### src/rtl/fetch_pkg.sv
// rtl/fetch_pkg.sv - shared types and constants for the instruction fetch front end
package fetch_pkg;

  typedef enum logic [1:0] {
    RESET = 2'd0,
    RUN   = 2'd1,
    FLUSH = 2'd2
  } fetch_state_t;

  localparam int INSTR_WIDTH = 32;
  localparam int OP_LSB      = 0;
  localparam int FUNCT3_LSB  = 12;
  localparam int FUNCT7_BIT  = 30;
  localparam int PC_INCR     = 4;

endpackage

### src/rtl/fetch_fifo.sv
// rtl/fetch_fifo.sv - synchronous FIFO with occupancy count and clear
module fetch_fifo #(
  parameter int WIDTH = 32,
  parameter int DEPTH = 2
) (
  input  logic                     clk,
  input  logic                     rst_n,
  input  logic                     clr,
  input  logic                     push,
  input  logic [WIDTH-1:0]         wdata,
  input  logic                     pop,
  output logic [WIDTH-1:0]         rdata,
  output logic [$clog2(DEPTH):0]   count
);

  localparam int PW = $clog2(DEPTH);
  localparam int CW = PW + 1;

  logic [WIDTH-1:0] mem [DEPTH];
  logic [PW-1:0]    rd_ptr;
  logic [PW-1:0]    wr_ptr;
  logic             do_push;
  logic             do_pop;

  // A push into a full FIFO is accepted when the head leaves on the same edge.
  assign do_pop  = pop && (count != '0);
  assign do_push = push && ((count != CW'(DEPTH)) || do_pop);
  assign rdata   = mem[rd_ptr];

  always_ff @(posedge clk or negedge rst_n) begin
    if (!rst_n) begin
      rd_ptr <= '0;
      wr_ptr <= '0;
      count  <= '0;
      for (int i = 0; i < DEPTH; i++) begin
        mem[i] <= '0;
      end
    end else if (clr) begin
      rd_ptr <= '0;
      wr_ptr <= '0;
      count  <= '0;
    end else begin
      if (do_push) begin
        mem[wr_ptr] <= wdata;
        wr_ptr      <= wr_ptr + PW'(1);
      end
      if (do_pop) begin
        rd_ptr <= rd_ptr + PW'(1);
      end
      count <= count + CW'(do_push) - CW'(do_pop);
    end
  end

endmodule

### src/rtl/fetch_unit.sv
// rtl/fetch_unit.sv - PC, imem request/response, instruction buffer and redirect flush
// Optional misaligned-redirect flag fetch_err is built when FETCH_MISALIGN_CHECK_EN is defined.
module fetch_unit
  import fetch_pkg::*;
#(
  parameter int                       ADDRESS_WIDTH = 32,
  parameter logic [ADDRESS_WIDTH-1:0] RESET_PC      = 32'h0000_0000,
  parameter int                       BUF_DEPTH     = 2
) (
  input  logic                     clk,
  input  logic                     rst_n,
  output logic                     imem_req,
  output logic [ADDRESS_WIDTH-1:0] imem_addr,
  input  logic                     imem_gnt,
  input  logic                     imem_rvalid,
  input  logic [31:0]              imem_rdata,
  input  logic                     redirect_valid,
  input  logic [ADDRESS_WIDTH-1:0] redirect_pc,
  output logic                     dec_valid,
  input  logic                     dec_ready,
  output logic [31:0]              dec_instr,
  output logic [ADDRESS_WIDTH-1:0] dec_pc,
  output logic [6:0]               dec_op,
  output logic [2:0]               dec_funct3,
  output logic                     dec_funct7
`ifdef FETCH_MISALIGN_CHECK_EN
  ,
  output logic                     fetch_err
`endif
);

  localparam int AW = ADDRESS_WIDTH;
  localparam int CW = $clog2(BUF_DEPTH) + 1;
  localparam int SW = CW + 1;

  localparam logic [1:0] S_RESET = RESET;
  localparam logic [1:0] S_RUN   = RUN;
  localparam logic [1:0] S_FLUSH = FLUSH;

  logic [1:0]                state;
  logic [AW-1:0]             fetch_pc;
  logic [CW-1:0]             stale_cnt;
  logic [CW-1:0]             stale_base;
  logic [CW-1:0]             stale_next;
  logic [CW-1:0]             buf_count;
  logic [CW-1:0]             tag_count;
  logic [AW-1:0]             tag_rdata;
  logic [INSTR_WIDTH+AW-1:0] buf_rdata;
  logic [SW-1:0]             credit_used;
  logic                      gnt_fire;
  logic                      dec_fire;
  logic                      rsp_keep;

  assign dec_valid   = (buf_count != '0);
  assign dec_fire    = dec_valid && dec_ready;
  // A slot freed by this cycle's consume may be reissued immediately for full throughput.
  assign credit_used = SW'(buf_count) + SW'(tag_count) - SW'(dec_fire);
  assign imem_req    = (state == S_RUN) && (credit_used < SW'(BUF_DEPTH));
  assign imem_addr   = fetch_pc;
  assign gnt_fire    = imem_req && imem_gnt;
  assign rsp_keep    = (state == S_RUN) && imem_rvalid && !redirect_valid;

  // Requests still owed by memory after this edge; a response landing now is already paid off.
  always_comb begin
    stale_base = '0;
    if (state == S_RUN) begin
      stale_base = tag_count + CW'(gnt_fire);
    end else if (state == S_FLUSH) begin
      stale_base = stale_cnt;
    end
    stale_next = (imem_rvalid && (stale_base != '0)) ? stale_base - CW'(1) : stale_base;
  end

  always_ff @(posedge clk or negedge rst_n) begin
    if (!rst_n) begin
      state     <= S_RESET;
      fetch_pc  <= RESET_PC;
      stale_cnt <= '0;
    end else if (redirect_valid) begin
      fetch_pc  <= {redirect_pc[AW-1:2], 2'b00};
      stale_cnt <= stale_next;
      state     <= (stale_next != '0) ? S_FLUSH : S_RUN;
    end else begin
      if (gnt_fire) begin
        fetch_pc <= fetch_pc + AW'(PC_INCR);
      end
      if (state == S_FLUSH) begin
        stale_cnt <= stale_next;
        if (stale_next == '0) begin
          state <= S_RUN;
        end
      end else if (state == S_RESET) begin
        state <= S_RUN;
      end
    end
  end

  fetch_fifo #(
    .WIDTH (AW),
    .DEPTH (BUF_DEPTH)
  ) u_tag_fifo (
    .clk   (clk),
    .rst_n (rst_n),
    .clr   (redirect_valid),
    .push  (gnt_fire && !redirect_valid),
    .wdata (fetch_pc),
    .pop   (rsp_keep),
    .rdata (tag_rdata),
    .count (tag_count)
  );

  fetch_fifo #(
    .WIDTH (INSTR_WIDTH + AW),
    .DEPTH (BUF_DEPTH)
  ) u_buf_fifo (
    .clk   (clk),
    .rst_n (rst_n),
    .clr   (redirect_valid),
    .push  (rsp_keep),
    .wdata ({imem_rdata, tag_rdata}),
    .pop   (dec_fire),
    .rdata (buf_rdata),
    .count (buf_count)
  );

  assign dec_instr  = buf_rdata[INSTR_WIDTH+AW-1:AW];
  assign dec_pc     = buf_rdata[AW-1:0];
  assign dec_op     = dec_instr[OP_LSB +: 7];
  assign dec_funct3 = dec_instr[FUNCT3_LSB +: 3];
  assign dec_funct7 = dec_instr[FUNCT7_BIT];

`ifdef FETCH_MISALIGN_CHECK_EN
  always_ff @(posedge clk or negedge rst_n) begin
    if (!rst_n) begin
      fetch_err <= 1'b0;
    end else if (redirect_valid && (redirect_pc[1:0] != 2'b00)) begin
      fetch_err <= 1'b1;
    end
  end
`else
  logic unused_pc_lsbs;
  assign unused_pc_lsbs = ^redirect_pc[1:0];
`endif

endmodule
### config.mk
export PLATFORM = sky130hd
export DESIGN_NAME = fetch_unit
export DESIGN_NICKNAME = d
export VERILOG_FILES = /design/src/rtl/fetch_pkg.sv /design/src/rtl/fetch_fifo.sv /design/src/rtl/fetch_unit.sv
export SDC_FILE = /design/constraint.sdc
export NUM_CORES = 1
export LEC_CHECK = 0
export CAP_MARGIN = 30
export CORE_UTILIZATION = 35
export CTS_CLUSTER_DIAMETER = 100
export DETAILED_ROUTE_END_ITERATION = 10
export DONT_BUFFER_PORTS = 1
export PLACE_DENSITY = 0.52
export SYNTH_ARGS = -nofsm -noshare
export SYNTH_HDL_FRONTEND = slang
export SYNTH_SLANG_ARGS = --single-unit
### constraint.sdc
create_clock -name clk -period 12 [get_ports clk]
set_input_delay 1.8 -clock clk [delete_from_list [all_inputs] [get_ports clk]]
set_output_delay 1.8 -clock clk [all_outputs]
set_load 0.1 [all_outputs]
==> flow_metrics.tcl, run 1 <==
set metrics [dict create \
    dr.first_iter.drc_count 225 \
    cts_buffers 27 \
    syn_inst 802 \
    ys_warn_count 0 \
    gr-total-overflow 0 \
    crit_path_end_kind "output port" \
    clockBufferDepth 3 \
    cts_setup_buffers 0 \
    setup_viol 0 \
    htreeDepth 1 \
    antennaDiodeCount 0 \
    ctsHoldBuffers 0 \
    routedWlPerCell_um 20.07 \
    postRouteAntennaNets 0 \
    setup_slack_ns 6.031 \
    drc 0 \
    numPortBuffers 0 \
    wl_um 24450 \
    die_y_um 176.5 \
    rows 63 \
    worst_ep_arrival_time_ns 4.17 \
    grt.total_usage_pct 15.80 \
    cts_resized 0 \
    rsz0062_at_grt "false" \
    fmax_mhz 167.5 \
    grt_pass1_vias 6502 \
    pre_cts_ws_ns 6.000 \
    worstMarginPinSlew_ns 1.032 \
    synth_area_leaders "dfrtp_1 (53%), mux2_2 (29%), buf_4 (1.4%)" \
    cp-start-kind "input port" \
    fin_crit_sh_pct 49.74 \
    io_pins 179 \
    synth.largest_area_cell "dfrtp_1" \
    cp_data_required_time_ns 10.20 \
    hold_viol 0 \
    ys_seq_elements 226 \
    cts.sinks 226 \
    die-area_sq_um 31160 \
    grt_first_pass_wirelength_um 38340 \
    post-route-min-period_ns 5.969 \
    postSynth.asyncResetShare_pct 100.0 \
    yosysSeqAreaShare_pct 53.05 \
    critical_path.max_fanout 6 \
    synth_top_area_share_pct 53.05 \
    ys_top_cells_by_count "mux2_2 (276), dfrtp_1 (226), nor2_1 (27), nand2_1 (25)" \
    clock_latency_ns 0.53 \
    cts_tree "done" \
    nNetsFinal 892 \
    core_area_sq_um 29800 \
    syn2layout_area_growth_pct 15.47 \
    antenna_found_initial 0 \
    root_buffer "clkbuf_16" \
    netlist_area_sq_um 10660 \
    finalSetupTns_ns 0 \
    start_util_pct 35.78 \
    drv_slew 0 \
    path_class "input port to output port" \
    vias_per_cell 5.251 \
    avgSynthCellArea_sq_um 13.29 \
    dr.pass1.iters 4 \
    grt_max_degree 227 \
    dp_hpwl_um 15610 \
    drv_cap 0 \
    yosysMostFrequentCell "mux2_2" \
    post_synth_num_cell_types 53 \
    fin_worst_skew_ns 0.02582 \
    slew_headroom_pct 31.52 \
    gp_congestion 0.7517 \
    drive_gt1_share_pct 44.57 \
    outcome "complete, no violations" \
    via_count 6396 \
    synth_flop_cell "dfrtp_1" \
    hold_path.class "register to register" \
    clk_pin_slew_worst_paths_ns 0.06 \
    synth_edf_count 0 \
    fp.dieW_um 176.5 \
]
-- worst max-delay path, cell delays in order --
cell	delay, ns
and2_1	0.16
ha_1	0.28
inv_1	0.08
nand2_1	0.07
fa_1	0.42
xor2_1	0.45
and3_1	0.91
-- final timing paths --
path,start,to,slack (ns),depth (start not counted)
max in group asynchronous,rst_n,u_buf_fifo.mem[41]$_DFFE_PN0P_,10.71,0
worst min-delay path,stale_cnt[1]$_DFFE_PN0P_,stale_cnt[1]$_DFFE_PN0P_,0.49,2
worst min register to register,stale_cnt[1]$_DFFE_PN0P_,stale_cnt[1]$_DFFE_PN0P_,0.49,2
worst max-delay path,dec_ready,imem_req,6.03,7
min in group asynchronous,rst_n,u_buf_fifo.mem[80]$_DFFE_PN0P_,0.97,0
worst max register to register,u_buf_fifo.count[1]$_DFF_PN0_,state[0]$_DFFE_PN0P_,7.36,16
-- cell families (layout without fill, tap and decap cells) --
logic type | count (synthesis) | after routing | synth area share (%)
other cells | 1 | 4 | 0.03518
flops | 226 | 226 | 53.05
fa+ha+maj | 10 | 10 | 1.244
compound gates | 62 | 62 | 3.873
xor+xnor | 17 | 17 | 1.397
simple gates | 133 | 133 | 7.148
buf+inv | 74 | 97 | 3.803
mux | 279 | 279 | 29.45
-- final cells by class --
type                    count  area, sq um
clock inverters             9        80.08
fillers                  2789        17490
repair buffers             40        651.9
clock buffers              36        759.5
well taps                 390        488.0
inverters                  12        45.04
multi-input cells         505         4626
flip-flops and latches    226         5659
-- layer usage --
| layer | GRT usage [%] | vias up | share of wire [%] |
|---|---|---|---|
| met3 | 4.113 | 28 | 5.8 |
| met4 | 3.736 | 0 | 1.9 |
| met5 | 0 | - | 0 |
| li1 | - | 2939 | - |
| met1 | 21.33 | 3293 | 45 |
| met2 | 25.21 | 136 | 47 |
-- placed cells by master, fill, tap and decap left out, types with 5 or more instances in the layout --
cell / n
nor2b_1: 7
nor4_1: 5
o31ai_1: 16
dfrtp_1: 225
clkbuf_8: 5
clkbuf_16: 27
nand3_1: 14
inv_1: 11
ha_1: 9
a31oi_1: 20
mux2_2: 276
or4_1: 15
nand4_1: 9
clkinv_2: 5
xor2_1: 7
nand2_1: 24
xnor2_1: 10
buf_16: 17
o21ai_0: 15
buf_4: 20
nor2_1: 27
-- per-stage QoR --
step | std cells | hold WS (ns) | instance area, sq um | util [%]
after floorplan | 805 | 0.4502 | 10670 | -
after global placement | 1153 | 0.4760 | 10970 | 36.81
after detailed placement | 1170 | 0.4823 | 11390 | 38.22
after CTS | 1215 | 0.4957 | 12230 | 41.03
after global routing | 1218 | 0.5076 | 12310 | 41.31
final | 1218 | 0.4861 | 12310 | 41.31
-- registers in the layout, indices dropped and copies added (netlist names) --
signal and count:
imem_addr 30, stale_cnt 2, state 2, u_buf_fifo.count 2
u_buf_fifo.mem 124, u_buf_fifo.rd_ptr 1, u_buf_fifo.wr_ptr 1, u_tag_fifo.count 2
u_tag_fifo.mem 60, u_tag_fifo.rd_ptr 1, u_tag_fifo.wr_ptr 1
Power of run 1 is not shown: default switching activity piles up to over one toggle a cycle in this logic, so the estimate is an artifact.
==> inputs of run 2 (changes only) <==
--- a/config.mk
+++ b/config.mk
@@ -10,7 +10,7 @@
 export CTS_CLUSTER_DIAMETER = 100
 export DETAILED_ROUTE_END_ITERATION = 10
 export DONT_BUFFER_PORTS = 1
-export PLACE_DENSITY = 0.52
+export PLACE_DENSITY = 0.54
 export SYNTH_ARGS = -nofsm -noshare
 export SYNTH_HDL_FRONTEND = slang
 export SYNTH_SLANG_ARGS = --single-unit
==> constraint.sdc (replaced) <==
create_clock -name clk -period 4.9 [get_ports clk]
set_input_delay 0.735 -clock clk [delete_from_list [all_inputs] [get_ports clk]]
set_output_delay 0.735 -clock clk [all_outputs]
set_load 0.1 [all_outputs]
==> flow_metrics.tcl, run 2 (synthesis results as in run 1) <==
set metrics [dict create \
    dr.first_iter.drc_count 337 \
    clock_latency_ns 0.53 \
    drv_slew 0 \
    cp_slowest_stage_delay_ns 0.73 \
    crit_chain "or2_2 -> and2_1 -> ha_1 -> inv_1 -> nand2_1 -> fa_1 -> xnor2_1 -> nor2_1 -> ha_1 -> xor2_1 -> a22oi_1 -> ha_1 -> nor2b_1 -> a221oi_1 -> a2bb2oi_1 -> o21ai_0" \
    cts_tree "done" \
    dr.pass1.iters 5 \
    crit_path_end_kind "register" \
    fin_crit_sh_pct 88.62 \
    grt.total_usage_pct 15.93 \
    worst_ep_arrival_time_ns 4.73 \
    cts.sinks 226 \
    cts_setup_buffers 0 \
    fin_worst_skew_ns 0.01339 \
    syn2layout_area_growth_pct 16.16 \
    htreeDepth 1 \
    path_class "register to register" \
    route.met2.wl_um 11270 \
    dr_wl_met3_um 1663 \
    clk_pin_slew_worst_paths_ns 0.06 \
    grt_first_pass_wirelength_um 38720 \
    layout.cells.non_filler 1226 \
    cp-start-kind "register" \
    dp_hpwl_um 15710 \
    die_y_um 176.5 \
    final_cell_mix "mux2_2 (276), dfrtp_1 (225), nor2_1 (27), clkbuf_16 (27)" \
    outcome "finished, violations left" \
    finalSetupTns_ns 0 \
    routedWlPerCell_um 20.29 \
    post-route-min-period_ns 4.342 \
    violations "negative hold slack" \
    dpl.cell_count 1176 \
    slew_headroom_pct 31.18 \
    gp_congestion 0.7470 \
    highest_layer "met5" \
    antennaDiodeCount 0 \
    root_buffer "clkbuf_16" \
    hold_viol 140 \
    wl_met1_um 11310 \
    worstMarginPinSlew_ns 1.037 \
    cp_common_cell "ha_1" \
    vias_per_cell 5.209 \
    setup_viol 0 \
    crit_family "adder cells" \
    gr-total-overflow 0 \
    cts_resized 0 \
    fmax_mhz 230.3 \
    fp.dieW_um 176.5 \
    drc 0 \
    core_area_sq_um 29800 \
    numPortBuffers 0 \
    die-area_sq_um 31160 \
    nNetsFinal 897 \
    crit_slowest_cell "xnor2_1" \
    wl_um 24880 \
    io_pins 179 \
    cp.buffers_inverters 1 \
    cts_buffers 26 \
    clockBufferDepth 3 \
    grt_pass1_vias 6630 \
    hold_path.class "input port to asynchronous set/reset pin" \
    postRouteAntennaNets 0 \
    antenna_found_initial 1 \
    critical_path.max_fanout 9 \
    drive_gt1_share_pct 45.10 \
    start_util_pct 35.78 \
    top_register "u_buf_fifo.mem" \
    via_count 6386 \
    rows 63 \
    drv_cap 0 \
    largest_register_ffs 124 \
    cp_data_required_time_ns 5.29 \
    layout_commonest_cell "mux2_2" \
    holdWs_ns -0.09458 \
    rsz0062_at_grt "false" \
    grt_max_degree 227 \
]
run 2: changes by cell type in the layout (fill, tap and decap cells not counted), sizes merged:
cell / before / now
buf: 40 / 46
bufinv: 1 / 2
clkbuf: 36 / 37
run 2: final cells by class:
class / instances / area (sq um)
Clock buffer: 37 / 773.2
Sequential cell: 226 / 5659
Timing Repair Buffer: 46 / 689.4
Tap cell: 390 / 488.0
Clock inverter: 10 / 102.6
Inverter: 12 / 45.04
Multi-Input combinational cell: 505 / 4626
Fill cell: 2766 / 17410
run 2: final timing paths:
check | from | depth (start not counted) | endpoint | slack (ns)
worst min register to register | u_tag_fifo.mem[60]$_DFFE_PN0P_ | 1 | u_tag_fifo.mem[60]$_DFFE_PN0P_ | 0.48
worst max register to register | u_buf_fifo.count[1]$_DFF_PN0_ | 16 | state[0]$_DFFE_PN0P_ | 0.56
worst max-delay path | u_buf_fifo.count[1]$_DFF_PN0_ | 16 | state[0]$_DFFE_PN0P_ | 0.56
worst min-delay path | rst_n | 0 | u_tag_fifo.mem[48]$_DFFE_PN0P_ | -0.09
max in group asynchronous | rst_n | 0 | u_buf_fifo.mem[13]$_DFFE_PN0P_ | 4.47
min in group clk | redirect_valid | 1 | u_buf_fifo.rd_ptr$_DFFE_PN0P_ | 0.28
run 2: through the flow:
| step | instance area, sq um | setup WS, ns | utilization (%) |
|---|---|---|---|
| finish | 12380 | 0.5575 | 41.56 |
| global route | 12380 | 0.1840 | 41.56 |
| CTS | 12320 | 0.5726 | 41.34 |
| detailed placement | 11440 | 0.5912 | 38.40 |
| global placement | 11040 | 0.6687 | 37.05 |
| floorplan | 10670 | 0.7616 | - |
run 2: worst register-to-register path: stages, from the launching register on:
cell and delay (ns):
dfrtp_1 0.41, or2_2 0.31, and2_1 0.20, ha_1 0.28, inv_1 0.08, nand2_1 0.07, fa_1 0.42, xnor2_1 0.73
nor2_1 0.25, ha_1 0.26, xor2_1 0.14, a22oi_1 0.12, ha_1 0.21, nor2b_1 0.28, a221oi_1 0.09, a2bb2oi_1 0.24
o21ai_0 0.13
run 2: routing by layer:
metal / up-vias / global-route usage (%)
met5: - / 0
li1: 2945 / -
met3: 38 / 4.350
met4: 2 / 4.562
met2: 148 / 24.97
met1: 3253 / 21.45
Power of run 2 is left out for the same reason.
